**config.mk**
```make
export PLATFORM = sky130hd
export DESIGN_NAME = neuron_backprop_unit
export DESIGN_NICKNAME = d
export VERILOG_FILES = /design/src/rtl/neuron_pkg.sv /design/src/rtl/nn_mul9.sv /design/src/rtl/neuron_backprop_unit.sv
export SDC_FILE = /design/constraint.sdc
export NUM_CORES = 1
export LEC_CHECK = 0
export CAP_MARGIN = 20
export CORE_MARGIN = 2
export CORE_UTILIZATION = 48
export CTS_CLUSTER_DIAMETER = 150
export DETAILED_ROUTE_END_ITERATION = 8
export GPL_TIMING_DRIVEN = 0
export PLACE_DENSITY = 0.7
export SLEW_MARGIN = 10
export SYNTH_ARGS = -nofsm -noshare
export SYNTH_HDL_FRONTEND = slang
export SYNTH_SLANG_ARGS = --single-unit
```
**constraint.sdc**
```tcl
create_clock -name clk_i -period 25.6 [get_ports clk_i]
set_clock_uncertainty 0.2 [all_clocks]
set_input_delay 5.12 -clock clk_i [delete_from_list [all_inputs] [get_ports clk_i]]
set_output_delay 5.12 -clock clk_i [all_outputs]
set_load 0.1 [all_outputs]
```
**src/rtl/neuron_pkg.sv**
```systemverilog
// Shared definitions for the forward and backward neuron blocks:
// FSM state encoding, datapath widths and the 8-bit saturating clamp.
package neuron_pkg;

    localparam int W    = 8;
    localparam int FRAC = 3;
    localparam int IW   = 2*W + 4;

    typedef enum logic [2:0] {IDLE, DELTA, GW1, GW2, GX1, GX2, DONE} state_e;

    function automatic logic signed [W-1:0] sat8(input logic signed [IW-1:0] v);
        if (v > 20'sd127) begin
            return 8'sh7F;
        end else if (v < -20'sd128) begin
            return 8'sh80;
        end else begin
            return v[W-1:0];
        end
    endfunction

endpackage

```
**src/rtl/nn_mul9.sv**
```systemverilog
// Combinational signed 9x9 multiplier shared by every step of the backward pass.
// Callers zero- or sign-extend their 8-bit operands to 9 bits before use.
module nn_mul9 (
    input  logic signed [8:0]  a_i,
    input  logic signed [8:0]  b_i,
    output logic signed [17:0] p_o
);

    assign p_o = a_i * b_i;

endmodule

```
**src/rtl/neuron_backprop_unit.sv**
```systemverilog
// Backward pass of the two-input leaky-ReLU neuron: delta, parameter updates
// and input errors, computed one product per cycle on a single multiplier.
module neuron_backprop_unit
    import neuron_pkg::*;
(
    input  logic         clk_i,
    input  logic         rst_i,
    input  logic         in_valid_i,
    output logic         in_ready_o,
    input  logic [W-1:0] x1_i,
    input  logic [W-1:0] x2_i,
    input  logic [W-1:0] w1_i,
    input  logic [W-1:0] w2_i,
    input  logic [W-1:0] b_i,
    input  logic [W-1:0] sum_i,
    input  logic [W-1:0] err_i,
    input  logic [2:0]   slope_i,
    input  logic [2:0]   lr_shift_i,
    output logic         out_valid_o,
    input  logic         out_ready_i,
    output logic [W-1:0] w1_new_o,
    output logic [W-1:0] w2_new_o,
    output logic [W-1:0] b_new_o,
    output logic [W-1:0] dx1_o,
    output logic [W-1:0] dx2_o
);

    state_e state_q, state_d;

    logic        [W-1:0] x1_q, x2_q;
    logic signed [W-1:0] w1_q, w2_q, b_q, sum_q, err_q, delta_q;
    logic        [2:0]   slope_q, lr_q;
    logic signed [W-1:0] w1_new_q, w2_new_q, b_new_q, dx1_q, dx2_q;

    logic signed [W:0]     mul_a, mul_b;
    logic signed [2*W+1:0] prod;
    logic signed [W-1:0]   w_sel;
    logic signed [IW-1:0]  prod_ext, prod_sh, w_ext, b_ext, delta_ext, w_upd, b_upd;

    nn_mul9 u_mul (
        .a_i (mul_a),
        .b_i (mul_b),
        .p_o (prod)
    );

    always_comb begin
        state_d = state_q;
        case (state_q)
            IDLE:    if (in_valid_i) state_d = DELTA;
            DELTA:   state_d = GW1;
            GW1:     state_d = GW2;
            GW2:     state_d = GX1;
            GX1:     state_d = GX2;
            GX2:     state_d = DONE;
            DONE:    if (out_ready_i) state_d = IDLE;
            default: state_d = IDLE;
        endcase
    end

    // Delta is the common left operand except while delta itself is being formed.
    always_comb begin
        mul_a = {delta_q[W-1], delta_q};
        mul_b = {1'b0, x1_q};
        case (state_q)
            DELTA: begin
                mul_a = {err_q[W-1], err_q};
                mul_b = {{(W-2){1'b0}}, slope_q};
            end
            GW2:     mul_b = {1'b0, x2_q};
            GX1:     mul_b = {w1_q[W-1], w1_q};
            GX2:     mul_b = {w2_q[W-1], w2_q};
            default: ;
        endcase
    end

    // The leaky slope is a numerator over 8, which coincides with the FRAC scaling.
    assign prod_ext  = {{(IW-2*W-2){prod[2*W+1]}}, prod};
    assign prod_sh   = prod_ext >>> FRAC;
    assign w_sel     = (state_q == GW2) ? w2_q : w1_q;
    assign w_ext     = {{(IW-W){w_sel[W-1]}}, w_sel};
    assign b_ext     = {{(IW-W){b_q[W-1]}}, b_q};
    assign delta_ext = {{(IW-W){delta_q[W-1]}}, delta_q};
    assign w_upd     = w_ext - (prod_sh >>> lr_q);
    assign b_upd     = b_ext - (delta_ext >>> lr_q);

    always_ff @(posedge clk_i) begin
        if (rst_i) begin
            state_q  <= IDLE;
            x1_q     <= '0;
            x2_q     <= '0;
            w1_q     <= '0;
            w2_q     <= '0;
            b_q      <= '0;
            sum_q    <= '0;
            err_q    <= '0;
            slope_q  <= '0;
            lr_q     <= '0;
            delta_q  <= '0;
            w1_new_q <= '0;
            w2_new_q <= '0;
            b_new_q  <= '0;
            dx1_q    <= '0;
            dx2_q    <= '0;
        end else begin
            state_q <= state_d;
            case (state_q)
                IDLE: if (in_valid_i) begin
                    x1_q    <= x1_i;
                    x2_q    <= x2_i;
                    w1_q    <= w1_i;
                    w2_q    <= w2_i;
                    b_q     <= b_i;
                    sum_q   <= sum_i;
                    err_q   <= err_i;
                    slope_q <= slope_i;
                    lr_q    <= lr_shift_i;
                end
                DELTA: delta_q <= (sum_q > 8'sd0) ? err_q : prod_sh[W-1:0];
                GW1: begin
                    w1_new_q <= sat8(w_upd);
                    b_new_q  <= sat8(b_upd);
                end
                GW2:     w2_new_q <= sat8(w_upd);
                GX1:     dx1_q    <= sat8(prod_sh);
                GX2:     dx2_q    <= sat8(prod_sh);
                default: ;
            endcase
        end
    end

    assign in_ready_o  = (state_q == IDLE);
    assign out_valid_o = (state_q == DONE);
    assign w1_new_o    = w1_new_q;
    assign w2_new_o    = w2_new_q;
    assign b_new_o     = b_new_q;
    assign dx1_o       = dx1_q;
    assign dx2_o       = dx2_q;

endmodule

```
==> flow_metrics.env, run 1 <==
export IMPL_synth_edff_count=0
export IMPL_cellLeakagePower_nw=4.73
export IMPL_slew_viol_final=0
export IMPL_syn_avg_cell_area_sq_um=8.03
export IMPL_synthCells=1197
export IMPL_numCtsBuffers=17
export IMPL_seq_area_sq_um=2260
export IMPL_period_share_pct=42.7
export IMPL_setup_violations=0
export IMPL_insertion_delay_ps=420
export IMPL_dp_hpwl_um=22700
export IMPL_ys_flop_type="dfxtp_1"
export IMPL_num_rows=51
export IMPL_layout_commonest_cell="nand2_1"
export IMPL_first_pass_iters=7
export IMPL_multi_input_area_sq_um=6790
export IMPL_dpl_worst_slack_ps=14710
export IMPL_seq_area_frac_synth_pct=23.5
export IMPL_gr_total_overflow=0
export IMPL_async_flop_share_pct=0
export IMPL_syn_area_sq_um=9610
export IMPL_n_antenna_cell=0
export IMPL_power_total_w=0.000930
export IMPL_fin_area_sq_um=11600
export IMPL_crit_slowest_cell="fa_1"
export IMPL_drt_wirelength_per_cell_um=17.5
export IMPL_num_vias=9058
export IMPL_critPathTopFamily="adder cells"
export IMPL_worst_r2r_setup_slack_ps=14660
export IMPL_power_density_nw_per_um2=79.9
export IMPL_finalHoldViolCount=0
export IMPL_syn_to_final_growth_pct=21.2
export IMPL_grt_pass1_wl_um=45500
export IMPL_clock_path_buffers=2
export IMPL_place_gp_congestion=0.902
export IMPL_die_w_um=146
export IMPL_path_class="reg -> reg"
export IMPL_io_buffer_count=106
export IMPL_min_path_type="reg -> reg"
export IMPL_cts_hold_buf=0
export IMPL_path_buf_inv=10
export IMPL_yosysUniqueCellTypes=76
export IMPL_die_area_sq_um=21200
export IMPL_cts_root_buffer="clkbuf_16"
export IMPL_dpl_cell_area_sq_um=11000
export IMPL_grt_usage_pct=26.7
export IMPL_status="finished, final reports clean"
export IMPL_routed_wl_um=28100
export IMPL_htree_num_levels=4
export IMPL_antenna_found_initial=0
export IMPL_layout_common_cells="nand2_1 (213), nor2_1 (121), dfxtp_1 (113), a21oi_1 (108), clkdlybuf4s50_1 (106)"
export IMPL_layout_setup_ws_ps=14660
export IMPL_ios=108
export IMPL_worst_pin_slew_ps=986
export IMPL_holdWs_ps=253
export IMPL_antenna_left=0
export IMPL_arrival_ps=11010
export IMPL_slew_headroom_pct=34.1
export IMPL_peakVddDrop_uv=50.4
export IMPL_core_area_sq_um=19500
export IMPL_post_cts_buffers=0
export IMPL_grt_max_degree=17
export IMPL_crit_fanout=10
export IMPL_ys_ff_latch=113
export IMPL_drc=0
export IMPL_cp_common_cell="inv_1"
export IMPL_clk_pin_slew_ps=60
export IMPL_crit_path_end_kind="flip-flop"
export IMPL_grt_pass1_vias=8814
export IMPL_start_util_pct=49.2
export IMPL_rsz0062_at_grt="false"
export IMPL_clock_sinks=113
export IMPL_ys_warn_count=0
export IMPL_maxCapViolations=0
export IMPL_fin_crit_ps=10940
export IMPL_num_fill_cells=1803
export IMPL_cts_tree="yes"
export IMPL_tns_ps=0
export IMPL_vias_per_cell=5.64
export IMPL_post_cts_resize_count=0
export IMPL_fmax_ghz=0.0914
export IMPL_layout_drive_gt1_share_pct=4.85
export IMPL_startpoint_type="flip-flop"
export IMPL_nets=1522
export IMPL_crit_path_max_incr_delay_ps=710
export IMPL_die_h_um=146
export IMPL_cp_required_ps=25670
export IMPL_syn_nets=1392
export IMPL_drt_iter0_markers=694
-- cell families after synthesis --
kind of cell / count (synthesis) / synth area share, %
and+or+nand+nor: 438 / 19.8
AOI/OAI and AO/OA: 293 / 20.1
buffers and inverters: 148 / 5.79
adders and majority gates: 129 / 22.3
DFF: 113 / 23.5
muxes: 50 / 6.00
xor gates and xnor gates: 26 / 2.53
-- final timing paths --
kind,endpoint,startpoint,cells past startpoint
setup / recovery,w1_new_o[1]$_SDFFE_PP0P_,state_q[0]$_SDFFE_PP0P_,37
hold reg to reg,sum_q[1]$_SDFFE_PP0P_,sum_q[1]$_SDFFE_PP0P_,2
setup reg to reg,w1_new_o[1]$_SDFFE_PP0P_,state_q[0]$_SDFFE_PP0P_,37
hold / removal,sum_q[1]$_SDFFE_PP0P_,sum_q[1]$_SDFFE_PP0P_,2
-- area by class of cell --
type	count	share of cell area (%)
inverter	93	3.00
clock inverter	14	1.54
multi-input combinational	936	58.3
clock buffer	18	3.69
sequential	113	19.4
buffer	55	1.78
tap	265	2.85
timing repair buffer	111	9.39
-- synthesized netlist by cell type, drive strengths merged (5+ instances only) --
library cell	instances	area share, %
a211oi	53	4.1
a21boi	5	0.39
a21o	9	0.70
a21oi	110	5.8
a221oi	5	0.46
and2	15	0.98
buf	9	0.36
clkbuf	46	1.8
dfxtp	113	24
fa	70	15
ha	59	7.7
inv	92	3.6
mux2	8	0.98
mux2i	37	3.9
mux4	5	1.2
nand2	213	8.3
nand2b	15	0.98
nand3	14	0.73
nand3b	5	0.39
nor2	121	4.7
nor2b	12	0.78
nor3	21	1.2
o211ai	5	0.44
o21a	12	0.94
o21ai	44	2.3
o22ai	6	0.39
o31ai	6	0.61
xnor2	15	1.5
xor2	11	1.0
-- worst register-to-register path: cells and delay by family, from the launching register on --
family | cells | cell delay (ps)
fa+ha+maj | 7 | 3230
compound gates | 11 | 2400
buf+inv | 10 | 2200
simple gates | 6 | 1310
mux | 2 | 880
flops | 1 | 300
xor+xnor | 1 | 270
-- metal layers --
metal / part of all wire (%) / vias up / track usage [%]
met5: 0 / - / 0
met4: 3.0 / 0 / 9.56
met3: 6.8 / 52 / 4.48
met2: 45 / 357 / 43.1
met1: 45 / 4273 / 36.3
li1: - / 4376 / -
-- metrics by stage --
step / instances / util, %
2_1_floorplan: 1197 / -
3_3_place_gp: 1568 / 56.4
3_5_place_dp: 1570 / 56.4
4_1_cts: 1602 / 59.5
5_1_grt: 1605 / 59.6
6_report: 1605 / 59.6
-- where the power goes --
group	switching [W]	internal (W)
logic	0.000308	0.000177
clock network	0.0000912	0.000154
registers	0.0000103	0.000189
(Power assumes the default switching activity.)
==> run 2, diff against run 1 <==
PLACE_DENSITY = 0.73   (was 0.7)
clock period = 9.3 ns   (was 25.6 ns; I/O delays follow)
==> run 2 against run 1 <==
Net effect: sequential share of layout area decreased by 0.93 points; sequential power increased to 2.8 times the previous value; design area increased by 5.3%; hold slack improved by 0.68 ps; maximum frequency increased by 20%; sequential cell count unchanged; register-to-register slack got worse by 14000 ps; power increased to 2.9 times the previous value; via count increased by 2.4%; first-iteration DRC count increased by 44%.
==> flow_metrics.env, run 2 (synthesized netlist as in run 1, its figures left out) <==
export IMPL_htree_num_levels=4
export IMPL_insertion_delay_ps=420
export IMPL_gr_total_overflow=0
export IMPL_layout_common_cells="nand2_1 (210), nor2_1 (116), dfxtp_1 (111), clkdlybuf4s50_1 (106), a21oi_1 (101)"
export IMPL_cellLeakagePower_nw=4.90
export IMPL_vias_per_cell=5.71
export IMPL_grt_usage_pct=26.6
export IMPL_n_antenna_cell=0
export IMPL_maxCapViolations=0
export IMPL_start_util_pct=49.2
export IMPL_num_vias=9279
export IMPL_die_h_um=146
export IMPL_slew_viol_final=0
export IMPL_routed_wl_um=28900
export IMPL_num_rows=51
export IMPL_power_total_w=0.00266
export IMPL_fin_crit_ps=9090
export IMPL_layout_drive_gt1_share_pct=12.5
export IMPL_layoutNonFillerInstCount=1625
export IMPL_die_area_sq_um=21200
export IMPL_syn_to_final_growth_pct=27.6
export IMPL_io_buffer_count=106
export IMPL_antenna_found_initial=0
export IMPL_cts_root_buffer="clkbuf_16"
export IMPL_nets=1542
export IMPL_dp_hpwl_um=22200
export IMPL_clk_pin_slew_ps=60
export IMPL_cp_required_ps=9370
export IMPL_path_class="reg -> reg"
export IMPL_crit_path_end_kind="flip-flop"
export IMPL_place_gp_congestion=0.949
export IMPL_crit_path_max_incr_delay_ps=610
export IMPL_dp_cells=1571
export IMPL_arrival_ps=9160
export IMPL_drt_iter0_markers=996
export IMPL_grt_max_degree=17
export IMPL_crit_slowest_cell="fa_2"
export IMPL_fin_area_sq_um=12300
export IMPL_fmax_ghz=0.110
export IMPL_layout_commonest_cell="nand2_1"
export IMPL_startpoint_type="flip-flop"
export IMPL_drt_wirelength_per_cell_um=17.8
export IMPL_period_share_pct=97.8
export IMPL_post_route_util_pct=62.8
export IMPL_setup_violations=0
export IMPL_status="finished, final reports clean"
export IMPL_clock_sinks=113
export IMPL_power_density_nw_per_um2=217
export IMPL_clock_path_buffers=2
export IMPL_worst_pin_slew_ps=982
export IMPL_crit_fanout=8
export IMPL_numCtsBuffers=17
export IMPL_antenna_left=0
export IMPL_min_path_type="reg -> reg"
export IMPL_finalHoldViolCount=0
export IMPL_cts_tree="yes"
export IMPL_grt_pass1_wl_um=45400
export IMPL_core_area_sq_um=19500
export IMPL_cp_common_cell="a21oi_2"
export IMPL_first_pass_iters=5
export IMPL_die_w_um=146
export IMPL_drc=0
export IMPL_ios=108
export IMPL_slew_headroom_pct=34.3
export IMPL_dpl_cell_area_sq_um=11000
export IMPL_peakVddDrop_uv=136
export IMPL_grt_pass1_vias=8943
-- run 2: cell count changes in the layout (fill, tap and decap cells not counted), sizes merged --
cell and delta:
clkinv +1, clkinvlp +3, buf +26, clkbuf -7
inv -1, bufinv -2
-- run 2: where the power goes --
part           internal [W]  switching (W)  total, W
clock              0.000368       0.000249  0.000617
sequential         0.000520      0.0000306  0.000550
combinational      0.000581       0.000909   0.00149
-- run 2: final timing paths --
| kind | startpoint | endpoint | slack, ps | cells past startpoint |
|---|---|---|---|---|
| max | state_q[0]$_SDFFE_PP0P_ | w1_new_o[1]$_SDFFE_PP0P_ | 210 | 34 |
| min | sum_q[6]$_SDFFE_PP0P_ | sum_q[6]$_SDFFE_PP0P_ | 250 | 2 |
| max reg2reg | state_q[0]$_SDFFE_PP0P_ | w1_new_o[1]$_SDFFE_PP0P_ | 210 | 34 |
| min reg2reg | sum_q[6]$_SDFFE_PP0P_ | sum_q[6]$_SDFFE_PP0P_ | 250 | 2 |
-- run 2: per-stage QoR --
step	hold slack, ps	TNS (ps)	worst slack [ps]
3_5_place_dp	248	-19150	-1330
2_1_floorplan	232	0	118
3_3_place_gp	242	-17200	-1200
5_1_grt	276	-837	-73.3
4_1_cts	255	0	1.00
6_report	254	0	209
-- run 2: timing repair --
action	4_1_cts	5_1_grt
pin swaps	9	18
hold buffers	0	0
endpoints found under the setup margin	16	14
gates resized for setup	54	69
hold endpoints to repair	0	0
buffers inserted	8	17
-- run 2: final cells by class --
type                            instances  area (sq um)
Fill cell                            1704          7270
Multi-Input combinational cell        936          7230
Sequential cell                       113          2270
Timing Repair Buffer                  136          1290
Clock buffer                           17           425
Inverter                               93           353
Tap cell                              265           332
Buffer                                 50           234
Clock inverter                         15           134
-- run 2: worst max-delay path: cells and delay by family, from the launching register on --
family / cells / cell delay (ps)
AND/OR/NAND/NOR: 4 / 440
multiplexers: 1 / 510
XOR/XNOR: 1 / 130
AO/OA/AOI/OAI: 14 / 3310
flip-flops: 1 / 310
adder cells (fa/ha/maj): 7 / 3200
buffers and inverters: 7 / 830
-- run 2: layer usage --
metal,GRT usage [%],vias to the layer above,share of wire [%]
met3,4.70,60,7.4
met4,8.04,0,2.5
li1,-,4418,-
met2,43.2,412,46
met1,36.4,4389,44
met5,0,-,0
==> run 3, diff against run 2 <==
CTS_CLUSTER_DIAMETER = 60   (was 150)
==> results of run 3 <==
Final layout, timing and power as in run 2 (identical DEF).
